### src/rtl/state_display_sync.sv
// Frame-aligned display-state follower: fades out on every game-state change,
// swaps the rendered screen at full black, then fades back in.
package state_display_sync_pkg;
  typedef enum logic [1:0] {
    START   = 2'd0,
    LEVEL_1 = 2'd1,
    FINISH  = 2'd2
  } g_state;
endpackage

module state_display_sync
  import state_display_sync_pkg::*;
#(
  parameter int unsigned FADE_BITS       = 4,
  parameter int unsigned FRAMES_PER_STEP = 2
) (
  input  logic                 clk_40,
  input  logic                 rst,
  input  g_state               game_state,
  input  logic                 vblnk,
  output g_state               display_state,
  output logic [FADE_BITS-1:0] fade_level,
  output logic                 level_init,
  output logic                 busy
);

  localparam int unsigned CW = (FRAMES_PER_STEP > 1) ? $clog2(FRAMES_PER_STEP) : 1;
  localparam logic [FADE_BITS-1:0] FADE_MAX = '1;
  localparam logic [CW-1:0] CNT_LAST = CW'(FRAMES_PER_STEP - 1);

  typedef enum logic [1:0] {
    IDLE,
    FADE_OUT,
    SWAP,
    FADE_IN
  } fsm_t;

  fsm_t                 r_state, w_state_nxt;
  logic                 r_vblnk_d;
  logic                 w_tick, w_step, w_entry, w_fading;
  logic [CW-1:0]        r_cnt, w_cnt_nxt;
  g_state               r_target, w_target_nxt;
  g_state               r_disp, w_disp_nxt;
  logic [FADE_BITS-1:0] r_fade, w_fade_nxt;
  logic                 r_init, w_init_nxt;
  logic                 r_busy;

  assign w_tick = vblnk & ~r_vblnk_d;
  assign w_step = w_tick && (r_cnt == CNT_LAST);

  always_comb begin
    w_state_nxt  = r_state;
    w_target_nxt = r_target;
    w_disp_nxt   = r_disp;
    w_fade_nxt   = r_fade;
    w_init_nxt   = 1'b0;
    case (r_state)
      IDLE: begin
        if (game_state != r_disp) begin
          w_target_nxt = game_state;
          w_state_nxt  = FADE_OUT;
        end
      end
      FADE_OUT: begin
        w_target_nxt = game_state;
        // Zero is tested on the registered level, so SWAP follows the final step by one cycle.
        if (r_fade == '0)
          w_state_nxt = SWAP;
        else if (w_step)
          w_fade_nxt = r_fade - 1'b1;
      end
      SWAP: begin
        w_disp_nxt  = r_target;
        w_init_nxt  = (r_target == LEVEL_1) && (r_disp != LEVEL_1);
        w_state_nxt = FADE_IN;
      end
      FADE_IN: begin
        if (r_fade == FADE_MAX)
          w_state_nxt = IDLE;
        else if (w_step)
          w_fade_nxt = r_fade + 1'b1;
      end
      default: w_state_nxt = IDLE;
    endcase
  end

  // Entry into a fade phase clears the counter, discarding a coincident tick.
  always_comb begin
    w_fading = (r_state == FADE_OUT) || (r_state == FADE_IN);
    w_entry  = (w_state_nxt != r_state) &&
               ((w_state_nxt == FADE_OUT) || (w_state_nxt == FADE_IN));
    w_cnt_nxt = r_cnt;
    if (w_entry)
      w_cnt_nxt = '0;
    else if (w_fading && w_tick)
      w_cnt_nxt = w_step ? '0 : r_cnt + 1'b1;
  end

  always_ff @(posedge clk_40 or posedge rst) begin
    if (rst) begin
      r_state   <= IDLE;
      r_vblnk_d <= 1'b0;
      r_cnt     <= '0;
      r_target  <= START;
      r_disp    <= START;
      r_fade    <= FADE_MAX;
      r_init    <= 1'b0;
      r_busy    <= 1'b0;
    end else begin
      r_state   <= w_state_nxt;
      r_vblnk_d <= vblnk;
      r_cnt     <= w_cnt_nxt;
      r_target  <= w_target_nxt;
      r_disp    <= w_disp_nxt;
      r_fade    <= w_fade_nxt;
      r_init    <= w_init_nxt;
      r_busy    <= (w_state_nxt != IDLE);
    end
  end

  assign display_state = r_disp;
  assign fade_level    = r_fade;
  assign level_init    = r_init;
  assign busy          = r_busy;

endmodule

### config.mk
export PLATFORM = sky130hd
export DESIGN_NAME = state_display_sync
export DESIGN_NICKNAME = d
export VERILOG_FILES = /design/src/rtl/state_display_sync.sv
export SDC_FILE = /design/constraint.sdc
export NUM_CORES = 1
export LEC_CHECK = 0
export BUFFER_PORTS_ARGS = -buffer_cell sky130_fd_sc_hd__clkbuf_2
export CORE_AREA = 2 2 39 41
export CTS_BUF_LIST = sky130_fd_sc_hd__clkbuf_8
export DETAILED_ROUTE_END_ITERATION = 8
export DIE_AREA = 0 0 41 43
export PLACE_DENSITY = 0.74
export SLEW_MARGIN = 20
export SYNTH_ARGS = -nofsm -noshare
export SYNTH_HDL_FRONTEND = slang
export SYNTH_SLANG_ARGS = --single-unit
### constraint.sdc
create_clock -name clk_40 -period 4.6 [get_ports clk_40]
set_input_delay 0.23 -clock clk_40 [delete_from_list [all_inputs] [get_ports clk_40]]
set_output_delay 0.23 -clock clk_40 [all_outputs]
set_load 0.02 [all_outputs]
## Yosys cells after proc, flatten, opt, wreduce, memory -nomap -nowiden

Cells that the tools add are included.
Widths: inputs -> output; s select.

- Register bits after elaboration: 14
- Input port bits: 5
- Word-level logic and storage cells: 57

- Add/subtract/negate cells: 3
- Eq/ne operators: 15
- Muxes and demuxes: 15
- Bitwise logic cells: 2
- Reductions and logical operators: 14

Operator list:

| kind | number |
|---|---|
| $mux 4 | 4 |
| $ne 2x2->1 const B | 5 |
| $mux 2 | 4 |
| $pmux 2 s4 | 1 |
| $pmux 4 s2 | 1 |
| $reduce_bool 2->1 | 4 |
| $eq 2x1->1 const B | 3 |
| $eq 2x2->1 const B | 3 |
| $reduce_and 5->1 | 1 |
| $add 4x1->4 const B | 1 |
| $eq 4x4->1 const B | 1 |
| $logic_and 1x1->1 | 4 |
| $logic_not 4->1 | 1 |
| $mux 1 | 4 |
| $ne 2x2->1 | 2 |
| $pmux 2 s2 | 1 |
| $sub 4x1->4 const B | 1 |
| $logic_not 2->1 | 1 |
| $logic_or 1x1->1 | 2 |
| $ne 2x1->1 const B | 1 |
| $reduce_and 2->1 | 1 |
| $add 1x1->1 const B | 1 |
| $and 1x1->1 | 1 |
| $not 1->1 | 1 |

## Longest topological paths before layout

- Depth in word-level cells: 7
- Depth in mapped cells: 6

## Worst setup path before layout

OpenSTA, ideal clock, no wires.

- Kind: register to register
- Start: reg r_state[0]
- End: reg r_fade[3] (netlist: fade_level[3])
- Library setup time: 75 ps
- Data arrival time: 1437 ps
- Data required time: 4525 ps
- Path slack: 3088 ps
- Stages on the path, launching flop included: 7
- Buffers on the path: 0
- Cell sequence: dfrtp_1 > nand2_1 > ha_1 > nand3_1 > and3_1 > o211ai_1 > xnor2_1

- Longest elaborated chain between the ends: 3
- Elaborated cells between the ends (all ways): 9

Ends and longest elaborated chain:

| element | line | text |
|---|---|---|
| start: declaration | 38 | `fsm_t r_state, w_state_nxt;` |
| start signal: assignment | 110 | `r_state <= w_state_nxt;` |
| $eq 2x2->1 or $eq 2x1->1 (tied branches) | 57 | `case (r_state)` |
| $ne 2x2->1 (no source line) or $reduce_bool 2->1 (tied branches) | - |  |
| $reduce_and 5->1 (no source line) | - |  |
| end signal: assignment | 115 | `r_fade <= w_fade_nxt;` |
| end: declaration | 44 | `logic [FADE_BITS-1:0] r_fade, w_fade_nxt;` |

Parallel ways exist; a longest one is shown, timed or not.
A chain may end at the register's enable or synchronous reset.

## Worst setup path after layout

Same ends and word-level chain as after synthesis.

==> qor.csv <==
metric,value,unit
cp_data_required_time,4770,ps
critPathMaxStageDelay,460,ps
grt_pass1_wl,1.91,mm
fin_nets,83,
synth_compound_area_frac,0.0835,
area_growth,19.6,%
finalSetupViolations,0,
finalCritPeriodShare,0.360,
clkSlewWorstSetupHoldPaths,60,ps
start_util,0.498,
die_h,43,um
die_w,41,um
status,finished with violations,
start_kind,register,
ctsResizeCount,0,
skew,5.63,ps
synthXorXnorAreaFrac,0.0635,
synth_mux_area_frac,0.109,
postCtsSetupRepairBufs,0,
diodes,0,
clkLatencyLatePin,240,ps
drt_iter0_markers,3,
final_cells,90,
fillerInstances,119,
syn_nets,66,
cts_root_buf,clkbuf_8,
yosys.area_share.adder,0.0653,
layout.cells.most_common,clkbuf_2,
grt_usage,0.163,
ir_drop,0.000413,V
hold_buffers,0,
portBuffers,12,
tightest_slew,517,ps
rsz0062_at_grt,false,
hold_viol_final,10,
synth_seq_cells,14,
drcViolationCount,0,
violations,hold timing,
die_area,1760,um2
yosys_warnings,0,
fmax,604,MHz
fin_util,0.596,
grt_max_degree,15,
synth_cells,58,
drv_cap,0,
routed_via_density,5.18,
fin_crit,1650,ps
p_total,646,uW
clk_path_buf_depth,2,
netlist_area,689,um2
design_area,825,um2
seq_area_frac_synth,0.515,
place_congestion,0.782,
setup_tns,0,ps
dpl_cell_area,769,um2
synth_top_family_by_area,simple AND/OR/NAND/NOR gates,
path_class,reg -> reg,
final_cell_mix,"12 x clkbuf_2, 10 x dfrtp_1, 6 x nand2_1, 5 x inv_1",
cts_sinks,14,
cp_max_fo,6,
drt_pre_antenna_iters,2,
cp_top_family,flip-flops,
cts_tree,yes,
h-tree-depth,1,
dp_hpwl,843,um
end_kind,register,
overflow,0,
fin_hold_ws,-11.9,ps
drt_wl_total,1.10,mm
antenna_found_initial,0,
cp.arrival,1820,ps
critPathBufInv,0,
coreArea,1380,um2
ant_nets,0,
ios,13,
synthSimpleGateAreaFrac,0.136,
wl_per_cell,12.2,um
power.density,783,nW/um2
hold_class,in -> async,
path_cells,"nand2_1, ha_1, a21oi_1, a21oi_1, o211ai_1, xnor2_1",
avgSynthCellArea,11.9,um2
crit_top_cell,a21oi_1,
slowest_stage,dfrtp_1,
cellLeakagePower,0.000392,uW
grt_pass1_vias,457,
maxSlewViolCount,0,
cts_made_buffers,3,
drive_gt1_frac,0.338,
rows,14,
dp_cells,86,
vias,466,
relSlewSlack,0.655,
yosysUniqueCellTypes,26,
==> logic make-up after synthesis <==
kind of cell / Yosys count
AOI/OAI and AO/OA: 8
adders and majority gates: 3
and+or+nand+nor: 17
buffers and inverters: 5
xor gates and xnor gates: 5
muxes: 6
DFF: 14
==> synthesized netlist by cell type <==
library cell  number  area share
a211oi_2           1       0.018
a21boi_1           1       0.011
a21oi_1            2       0.015
a31o_1             1       0.013
a31oi_1            1      0.0091
and3_1             1      0.0091
and4_1             1       0.013
dfrtp_1           10        0.36
dfstp_2            4        0.15
fa_1               1       0.029
ha_1               2       0.036
inv_1              5       0.027
mux2_1             4       0.065
mux2_4             2       0.044
nand2_1            6       0.033
nand2_2            1      0.0091
nand3_1            2       0.015
nand3b_2           1       0.016
nand4_1            1      0.0091
nor2_1             2       0.011
nor2b_1            1      0.0091
nor4b_1            1       0.013
o211ai_1           1       0.011
o21ai_0            1      0.0073
xnor2_1            4       0.051
xor2_1             1       0.013
==> power by group <==
part / total (uW) / switching, uW / leakage, uW / internal, uW
registers: 255 / 63.4 / 0.000159 / 192
clock network: 118 / 42.1 / 0.0000288 / 75.7
logic: 273 / 147 / 0.000205 / 125
==> worst register-to-register path, cell delays in order, from the launching register on <==
cell and delay (ps):
dfrtp_1 460, nand2_1 170, ha_1 350, a21oi_1 170, a21oi_1 90, o211ai_1 200, xnor2_1 140
==> layout make-up <==
type / count / area, um2 / share of cell area
multi-input cells: 39 / 315 / 0.382
repair buffers: 12 / 60.1 / 0.0728
clock buffers: 4 / 55.1 / 0.0668
inverters: 5 / 18.8 / 0.0228
flip-flops and latches: 14 / 355 / 0.431
well taps: 16 / 20.0 / 0.0243
==> flip-flops by register name, summed over array words and instances, names as in the netlist <==
signal	count
r_vblnk_d	1
fade_level	4
display_state	2
r_state	2
busy	1
level_init	1
r_cnt	1
r_target	2
==> metrics by stage <==
stage / worst slack (ps) / hold slack, ps
detailed placement: 2950 / 275
global route: 2790 / 45.9
finish: 2950 / -11.9
CTS: 2940 / 13.0
global placement: 2980 / 269
floorplan: 3090 / 116
==> path summary, 6_finish.rpt <==
path | cells after the start | slack, ps | startpoint | end
worst min-delay path | 2 | -10 | rst | r_vblnk_d
worst min register to register | 1 | 450 | r_target[1] | level_init
min in group clk_40 | 1 | 120 | vblnk | r_vblnk_d
worst max-delay path | 6 | 2950 | r_state[0] | fade_level[3]
worst max register to register | 6 | 2950 | r_state[0] | fade_level[3]
max in group asynchronous | 2 | 4240 | rst | fade_level[1]
==> per-layer routing <==
metal / GRT usage / routed length, um
met1: 0.197 / 487
met2: 0.253 / 532
met3: 0.0314 / 50
met4: 0.100 / 29
met5: 0 / 0
Note: power is estimated with default switching activity, not from simulation.
